File: config.mk
export PLATFORM = sky130hd
export DESIGN_NAME = demux_3bit_1to4
export DESIGN_NICKNAME = d
export VERILOG_FILES = /design/src/rtl/demux_3bit_1to4.sv
export SDC_FILE = /design/constraint.sdc
export NUM_CORES = 1
export LEC_CHECK = 0
export ABC_AREA = 1
export ABC_CLOCK_PERIOD_IN_PS = 4650
export CELL_PAD_IN_SITES_DETAIL_PLACEMENT = 1
export CELL_PAD_IN_SITES_GLOBAL_PLACEMENT = 1
export CORE_AREA = 2 2 55 57
export CTS_CLUSTER_SIZE = 28
export DETAILED_ROUTE_END_ITERATION = 8
export DIE_AREA = 0 0 57 59
export DONT_BUFFER_PORTS = 1
export PLACE_DENSITY = 0.9
export SLEW_MARGIN = 0
export SYNTH_ARGS = -nofsm -noshare
export SYNTH_HDL_FRONTEND = slang
export SYNTH_SLANG_ARGS = --single-unit
File: constraint.sdc
create_clock -name clk -period 4.65 [get_ports clk]
set_input_delay 1.395 -clock clk [delete_from_list [all_inputs] [get_ports clk]]
set_output_delay 1.395 -clock clk [all_outputs]
set_load 0.005 [all_outputs]
File: src/rtl/demux_3bit_1to4.sv
// demux_3bit_1to4: routes one input word to one of four single-entry output
// buffers, chosen by a 2-bit selector, using valid/ready handshakes on both
// sides. A buffer that drains and receives a word in the same cycle passes
// data through without a bubble. accept_count counts accepted words and
// wraps on overflow.
module demux_3bit_1to4 #(
    parameter int WIDTH = 3,
    parameter int CNT_W = 8
) (
    input  logic             clk,
    input  logic             rst_n,
    input  logic             enable,
    input  logic             in_valid,
    output logic             in_ready,
    input  logic [WIDTH-1:0] in_data,
    input  logic [1:0]       selector,
    output logic [3:0]       out_valid,
    input  logic [3:0]       out_ready,
    output logic [WIDTH-1:0] out0,
    output logic [WIDTH-1:0] out1,
    output logic [WIDTH-1:0] out2,
    output logic [WIDTH-1:0] out3,
    output logic [CNT_W-1:0] accept_count
);

    // Turn a channel index into a one-hot mask. Every selector value maps
    // to exactly one channel; the default arm keeps the decode total.
    function automatic logic [3:0] chan_onehot(input logic [1:0] idx);
        logic [3:0] mask;
        case (idx)
            2'd0:    mask = 4'b0001;
            2'd1:    mask = 4'b0010;
            2'd2:    mask = 4'b0100;
            2'd3:    mask = 4'b1000;
            default: mask = 4'b0000;
        endcase
        return mask;
    endfunction

    // Buffer state: one data word and one FULL flag for each channel
    logic [WIDTH-1:0] data_r [4];
    logic [3:0]       valid_r;
    logic [CNT_W-1:0] count_r;

    // Handshake decode
    logic [3:0] sel_onehot_s;
    logic       sel_full_s;
    logic       sel_taking_s;
    logic       in_ready_s;
    logic       accept_s;
    logic [3:0] load_s;
    logic [3:0] drain_s;
    logic [3:0] valid_nxt_s;

    // Locate the destination channel and read its FULL flag and consumer ready
    always_comb begin
        sel_onehot_s = chan_onehot(selector);
        sel_full_s   = |(valid_r & sel_onehot_s);
        sel_taking_s = |(out_ready & sel_onehot_s);
    end

    // Input readiness: the destination is free, or its consumer takes the
    // old word this cycle. in_valid is deliberately not an input here, and
    // nothing is ready while reset is held.
    always_comb begin
        in_ready_s = 1'b0;
        if (rst_n && enable) begin
            in_ready_s = (~sel_full_s) | sel_taking_s;
        end else begin
            in_ready_s = 1'b0;
        end
    end

    // Accept and load decode: only the selected channel receives the word
    always_comb begin
        accept_s = in_valid & in_ready_s;
        load_s   = 4'b0000;
        if (accept_s) begin
            load_s = sel_onehot_s;
        end else begin
            load_s = 4'b0000;
        end
    end

    // Drain decode: a ready consumer on an empty channel does nothing. A
    // load wins over a drain on the same channel, so the flag stays set.
    always_comb begin
        drain_s     = valid_r & out_ready;
        valid_nxt_s = load_s | (valid_r & ~drain_s);
    end

    // FULL flags for all four channels
    always_ff @(posedge clk or negedge rst_n) begin
        if (!rst_n) begin
            valid_r <= 4'b0000;
        end else begin
            valid_r <= valid_nxt_s;
        end
    end

    // Channel data registers. A register loads only when its own channel
    // accepts a word, and otherwise holds its value, including while EMPTY.
    always_ff @(posedge clk or negedge rst_n) begin
        if (!rst_n) begin
            for (int i = 0; i < 4; i++) begin
                data_r[i] <= {WIDTH{1'b0}};
            end
        end else begin
            for (int i = 0; i < 4; i++) begin
                if (load_s[i]) begin
                    data_r[i] <= in_data;
                end
            end
        end
    end

    // Accepted-word counter, wrapping modulo 2^CNT_W
    always_ff @(posedge clk or negedge rst_n) begin
        if (!rst_n) begin
            count_r <= {CNT_W{1'b0}};
        end else if (accept_s) begin
            count_r <= count_r + {{(CNT_W-1){1'b0}}, 1'b1};
        end
    end

    assign in_ready     = in_ready_s;
    assign out_valid    = valid_r;
    assign out0         = data_r[0];
    assign out1         = data_r[1];
    assign out2         = data_r[2];
    assign out3         = data_r[3];
    assign accept_count = count_r;

endmodule

==> results of run 1 <==
-- worst paths after layout --
path	start	to	slack, ps	depth (start not counted)
min reg2reg	out2[2]	out2[2]	530	2
min in group asynchronous	rst_n	accept_count[5]	750	0
max	selector[1]	in_ready	1080	5
min	out2[2]	out2[2]	530	2
max reg2reg	out_valid[3]	accept_count[1]	2930	8
max in group asynchronous	rst_n	accept_count[0]	3830	0
-- cells by family after synthesis --
family,Yosys count,synth area share (%)
XOR/XNOR,5,3.532
flip-flops,24,48.44
AO/OA/AOI/OAI,5,2.927
adder cells (fa/ha/maj),1,1.009
buffers and inverters,19,8.073
AND/OR/NAND/NOR,95,36.02
-- per-stage QoR --
stage | util, % | power, W | cells
after CTS | 46.49 | 0.0004859 | 177
after detailed placement | 45.15 | 0.0003742 | 173
final | 46.49 | 0.0004777 | 177
after global placement | 45.15 | 0.0003641 | 173
after floorplan | - | 0.0003555 | 149
after global routing | 46.49 | 0.0005065 | 177
-- state kept, by name (all words and copies together) (netlist names) --
signal / flops
accept_count: 8
out_valid: 4
out0: 3
out1: 3
out2: 3
out3: 3
-- area by class of cell --
class                      count  area, sq um  share of cell area (%)
sequential                    24        600.6                   47.67
clock buffer                   4        36.28                   2.880
tap                           31        38.79                   3.078
multi-input combinational    106        539.3                   42.80
inverter                      12        45.04                   3.575
-- layout by cell type, fill, tap and decap left out --
cell	instances
inv_2	2
nand3_1	15
clkbuf_4	3
a21oi_4	1
nor2_1	4
clkbuf_8	1
dfrtp_1	24
ha_1	1
nand2_1	54
xor2_1	5
nand4_1	17
inv_1	10
o21ai_0	4
nand2_2	1
nor2_8	1
nor2_2	1
nand3b_1	1
nor3b_1	1
-- power groups by stage --
| stage | Combinational (W) | Clock (W) | Sequential, W |
|---|---|---|---|
| 6_report | 0.0000762 | 0.000109 | 0.000292 |
| 5_1_grt | 0.0000886 | 0.000119 | 0.000299 |
| 4_1_cts | 0.0000775 | 0.000115 | 0.000293 |
| 3_5_place_dp | 0.0000769 | 0 | 0.000297 |
| 3_3_place_gp | 0.0000687 | 0 | 0.000295 |
| 2_1_floorplan | 0.0000709 | 0 | 0.000285 |
-- layer usage --
metal  GRT usage, %  part of all wire [%]  vias up
li1               -                     -      483
met1          22.68                    41      505
met2          33.66                    52       26
met3          3.712                   5.2        5
met4          6.977                   1.5        0
met5              0                     0        -
-- critical path, stage by stage --
cell and delay [ps]:
nor2_8 110, nand2_1 60, nand2_1 70, nor2_2 50, a21oi_4 480
==> summary.md, run 1 <==
The flow ran to the end, and the final reports show no timing, DRC or antenna violations. The initial antenna violation count is 0, and the worst endpoint data arrival time is 2180 ps. The total DRC errors in the routed layout is 0.

The critical path is of the in2out type. After routing the design area is 1260 sq um. The slew at the pin with the worst max-slew slack came out at 564.3 ps. The combined global-route utilization of all metal layers is 18.87%, and the core box area is 2710 sq um. The share of post-route cells with drive strength above 1 is 6.849%, and the minimum setup slack after placement is 1073 ps. The path class of the tightest hold or removal check is reg2reg. The cell sitting at the root of the clock tree is a clkbuf_4.

The tools report the overall die area as 3363 sq um. Setup repair after global routing left no endpoint under its margin. The number of buffer cells added on primary ports is 0. For the number of hold buffers added after CTS, the log shows 0. The highest attainable clock frequency was 279.9 MHz; the number of synthesized flops with an enable pin was 0. The synthesized design devotes to its leading area cell type 48.44% of total area. Among all flip-flop cells after synthesis, the most frequent one is dfrtp_1. The layout has 332 filler cells. The total of warnings raised by yosys was 0. The tools report the remaining max-slew budget at the tightest pin as 62.30%. TritonCTS built the clock tree.

The maximum clock insertion buffer count is 2. The die height is 59 um. The commonest cells after synthesis are nand2_1, dfrtp_1, nand4_1. The total CTS buffers is 3. For this block, the initial DRC count from the detailed router was 35. The startpoint type of the worst setup path was an input port.

In this run the worst path has a maximum fanout of 22. The flip-flop and latch count after synthesis is 24, and the H-tree depth is 1. Summed over all nets, the switching power comes to 0.0001498 W.

The number of antenna diodes in the final layout is 0. Each instance of the synthesized netlist takes up on average 8.322 sq um. Summing over every cut layer, the via total after detailed routing is 1,019. Subtracting the final worst setup slack from the clock period gives 3572 ps. For the count of final max-slew check failures, the log shows 0. The final layout contains routed wiring with a total length of 2881 um. In this run, post-CTS repair resized a total of 0 instances.

IR analysis of the VDD net gives a maximum drop of 0.2396 mV. Sequential elements use 48.44% of the synthesized area. Buffers added to address setup during post-CTS repair amount to 0.

The total clock sinks is 24. The die extent in x works out to 57 um. The run gives 2196 um as the half-perimeter wire length after placement. Share of total power consumed by net switching: 31.36%. Ranked by total cell area, the synthesized netlist is headed by dfrtp_1, nand2_1, nand4_1. Synthesized netlist net count: 163. Dividing the detail-routed wire length by the instance count gives 16.28 um. The instance count of the mapped netlist was 149. The via count of the first global-routing pass was 1,060; the routability-driven placement congestion ratio was 0.8070. Power spread over the standard cell area amounts to 379.1 nW/um^2.

Entering global routing, the biggest net connects 26 pins. The first global-routing pass estimated 4912 um of wire. For the worst setup path, the data required time is 3250 ps. The static leakage was 0.6655 nW; the max-cap violation count was 0. Once the floorplan was initialized, standard cells occupied 45.75% of the core.

Summing every instance area after synthesis gives 1240 sq um. Part of the total power dissipated in sequential elements: 61.2%. The tools report the critical path capture point type as a primary output.

Compared with the post-synthesis result, the final layout area differs by 1.615%. The logs give 0 for the total setup violations reported at the end of the flow and 530.8 ps for the final hold slack. Using the TritonRoute via totals, the vias-per-cell ratio works out to 5.757. The logs give 0 ps for the total negative setup slack and 320 ps for the source-to-sink clock delay at the later pin of the worst-skew pair.

Summing all placed instances gives a cell area of 1224 sq um. The net count of the finished layout is 161. The internal portion of the total power is 0.0003279 W.

Clock-pin slew reported for the worst setup and hold paths after clock tree synthesis: 120 ps. The combinational fraction of design power was 15.9%. The biggest area contributor in the post-synthesis netlist is dfrtp_1.

For this design the top-level I/O count stands at 38. After global routing the overflow that remains totals 0. The initialized floorplan defines 19 standard-cell rows. Final hold violation count: 0. Most common cell in the synthesized netlist: nand2_1. The first detailed-routing pass ran for 4 iterations. Counting distinct cell types in the post-synthesis netlist gives 20. The clock power share was 22.8%; the fraction of synthesis flops using an asynchronous set or reset pin was 100.0%.

Across the routed clock network, the largest skew measured is 5.832 ps. The ratio of final minimum period to clock period was 76.82%. Once detail routing completed, the nets flagged for antenna violations numbered 0. Setup slack closes at 1078 ps.
Power figures use the tool's default switching activity.
==> run 2: changes to the inputs <==
--- a/config.mk
+++ b/config.mk
@@ -6,15 +6,15 @@
 export NUM_CORES = 1
 export LEC_CHECK = 0
 export ABC_AREA = 1
-export ABC_CLOCK_PERIOD_IN_PS = 4650
+export ABC_CLOCK_PERIOD_IN_PS = 2950
 export CELL_PAD_IN_SITES_DETAIL_PLACEMENT = 1
 export CELL_PAD_IN_SITES_GLOBAL_PLACEMENT = 1
-export CORE_AREA = 2 2 55 57
+export CORE_AREA = 2 2 59 61
 export CTS_CLUSTER_SIZE = 28
 export DETAILED_ROUTE_END_ITERATION = 8
-export DIE_AREA = 0 0 57 59
+export DIE_AREA = 0 0 61 63
 export DONT_BUFFER_PORTS = 1
-export PLACE_DENSITY = 0.9
+export PLACE_DENSITY = 0.83
 export SLEW_MARGIN = 0
 export SYNTH_ARGS = -nofsm -noshare
 export SYNTH_HDL_FRONTEND = slang
==> constraint.sdc (replaced) <==
create_clock -name clk -period 2.95 [get_ports clk]
set_input_delay 0.885 -clock clk [delete_from_list [all_inputs] [get_ports clk]]
set_output_delay 0.885 -clock clk [all_outputs]
set_load 0.005 [all_outputs]
==> run 2 against run 1 <==
Worst hold slack worse by 300 ps. Power grew 72%. Wire length is 11% higher. Register-to-register slack worse by 1600 ps. Highest routed layer unchanged. Setup slack lost 400 ps. Largest cell class unchanged. Sequential cell count stayed put. Clock power up 120%.
==> summary.md, run 2 (synthesized netlist as in run 1, its figures left out) <==
The tools report the final hold violation count as 0 (unchanged). The count of buffers added by post-CTS timing repair for setup came out at 0 (unchanged). The die extent in x works out to 61 um (was 57 um).

TritonCTS built the clock tree. The tools report the clock root buffer as clkbuf_4 (unchanged). The logs give 1,115 (was 1,060) for the via count of the first global-routing pass and 0 (unchanged) for the number of routed nets with antenna violations.

Via density per instance: 5.409 (was 5.757). The clock-pin slew reported for the worst setup and hold paths after clock tree synthesis came out at 140 ps (was 120 ps). The logs give 38 (unchanged) for the top-level port count and 1,044 (was 1,019) for the total vias in the final route.

The power per cell area was 631.2 nW/um^2 (was 379.1 nW/um^2); the relative area change from synthesis to final layout was 5.045% (was 1.615%). Number of buffer cells added on primary ports: 0 (unchanged). Most frequent cells in the layout: nand2_1, dfrtp_1, nand4_1, nand3_1, inv_1 (unchanged).

The run gives 1340 ps (was 2930 ps) as the flop-to-flop setup slack. The maximum ir drop on the vdd rail is 0.2867 mV (was 0.2396 mV). The smallest clock period supported by the final layout is computed as 2270 ps.

The combined global-route utilization of all metal layers was 18.04% (was 18.87%); the total of cells resized after clock tree synthesis was 0 (unchanged). For the remaining max-slew budget at the tightest pin, the log shows 81.32% (was 62.30%). The tools report the worst reg2reg path endpoint as accept_count[7] (was accept_count[1]). Share of post-route cells with drive strength above 1: 7.483% (was 6.849%). The total clock sinks was 24 (unchanged); the slew at the pin with the worst max-slew slack was 279.2 ps (was 564.3 ps). The die height works out to 63 um (was 59 um). The total CTS buffers is 3 (unchanged). The classification of the worst setup path is in2out (unchanged). The tools report the initial antenna violation count as 0 (unchanged).

The logs give 193 (was 177) for the post-route non-filler standard cell count and 0 (unchanged) for the total DRC errors in the routed layout. The overall die area was 3843 sq um (was 3363 sq um). The most common cell after layout, fill and taps aside is nand2_1 (unchanged). The run gives 3188 um (was 2881 um) as the wire length after detailed routing. The effective utilization at floorplan came out at 38.37% (was 45.75%). H-tree depth: 1 (unchanged). The type of the most critical hold path was in2async (was reg2reg). Timing would allow up to 440.4 MHz. The worst endpoint data arrival time was 1390 ps (was 2180 ps); the total setup violations reported at the end of the flow was 0 (unchanged). The critical path required time is 2070 ps (was 3250 ps), and the number of DRC violations after detailed-routing iteration 0 is 35 (unchanged). The clock tree skew after final layout came out at 8.304 ps (was 5.832 ps). Count of placed standard cells including taps: 189 (was 173). The ratio of final minimum period to clock period was 76.97%; the source-to-sink clock delay at the later pin of the worst-skew pair was 320 ps (about the same).

For the global-route wire length before repair, the log shows 5223 um (was 4912 um). The number of inserted diodes was 0 (unchanged); the number of detailed-route iterations in the first pass was 3 (was 4). The tools report the row count as 21 (was 19). The largest net degree at the start of global routing came out at 26 (unchanged). The routability-driven placement congestion ratio was 0.7715 (was 0.8070). The half-perimeter wire length after placement is 2419 um (was 2196 um), and the count of final max-slew check failures is 0 (unchanged). The beginning of the worst register-to-register path is out_valid[2] (was out_valid[3]). The total negative setup slack is 0 ps (unchanged).

The startpoint type of the worst setup path is an input port (unchanged). The run gives 0 (unchanged) as the max-cap violation count. Number of flip-flops in the largest register: 8 (unchanged). The run finished with clean final reports.

The number of cell instances on the worst register-to-register path came out at 9 (was 8). For the maximum clock insertion buffer count, the log shows 2 (unchanged). The critical path capture point type is a primary output (unchanged).

The number of hold buffers added after CTS was 0 (unchanged). The number of nets at the end of the flow was 162 (was 161). The core box area came out at 3232 sq um (was 2710 sq um). The routed wirelength normalized by instance count was 16.52 um (was 16.28 um).

For the static leakage, the log shows 0.6776 nW (was 0.6655 nW). Largest driver fanout on the critical path: 8 (was 22). The total congestion overflow after global routing is 0 (unchanged). Setup repair after global routing left no endpoint under its margin.
==> run 2: cell count changes in the layout (fill, tap and decap cells not counted) <==
cell,change
buf_4,+1
bufinv_16,+1
clkbuf_8,-1
==> run 2: layout make-up <==
cell class | count | area (sq um)
multi-input combinational | 106 | 539.3
sequential | 24 | 600.6
fill | 412 | 1929
clock buffer | 3 | 22.52
tap | 46 | 57.56
inverter | 12 | 45.04
timing repair buffer | 1 | 7.507
clock inverter | 1 | 30.03
==> run 2: stage by stage <==
step | power, W | hold slack, ps | area [sq um] | utilization [%] | setup WS, ps
detailed placement | 0.0005929 | 513.0 | 1250 | 38.68 | 675.2
CTS | 0.0008365 | 213.6 | 1303 | 40.30 | 674.7
floorplan | 0.0005603 | 473.0 | 1240 | - | 428.8
finish | 0.0008222 | 229.3 | 1303 | 40.30 | 679.5
global route | 0.0008753 | 194.7 | 1303 | 40.30 | 625.3
global placement | 0.0005774 | 503.5 | 1250 | 38.68 | 737.8
==> run 2: power by group <==
part           internal (W)  total (W)  leakage [nW]  switching, W
clock network      0.000137   0.000240        0.0279      0.000103
logic             0.0000505   0.000120         0.335     0.0000692
registers          0.000392   0.000462         0.315     0.0000706
==> run 2: worst max-delay path: stages <==
cell	delay, ps
nor2_8	110
nand2_1	80
nand2_1	70
inv_1	40
nand2_1	120
a21oi_4	80
==> run 2: worst max-delay path by stage <==
stage,end,from,slack (ps),depth (start not counted)
2_1_floorplan,in_ready,selector[0],430,8
3_3_place_gp,in_ready,selector[1],740,5
3_5_place_dp,in_ready,selector[1],680,6
4_1_cts,in_ready,selector[1],670,6
5_1_grt,in_ready,selector[1],630,6
6_report,in_ready,selector[1],680,6
==> run 2: layer usage <==
metal | track usage [%] | part of all wire [%]
met1 | 19.08 | 39
met2 | 32.53 | 54
met3 | 6.625 | 6.3
met4 | 4.620 | 1.1
met5 | 0 | 0
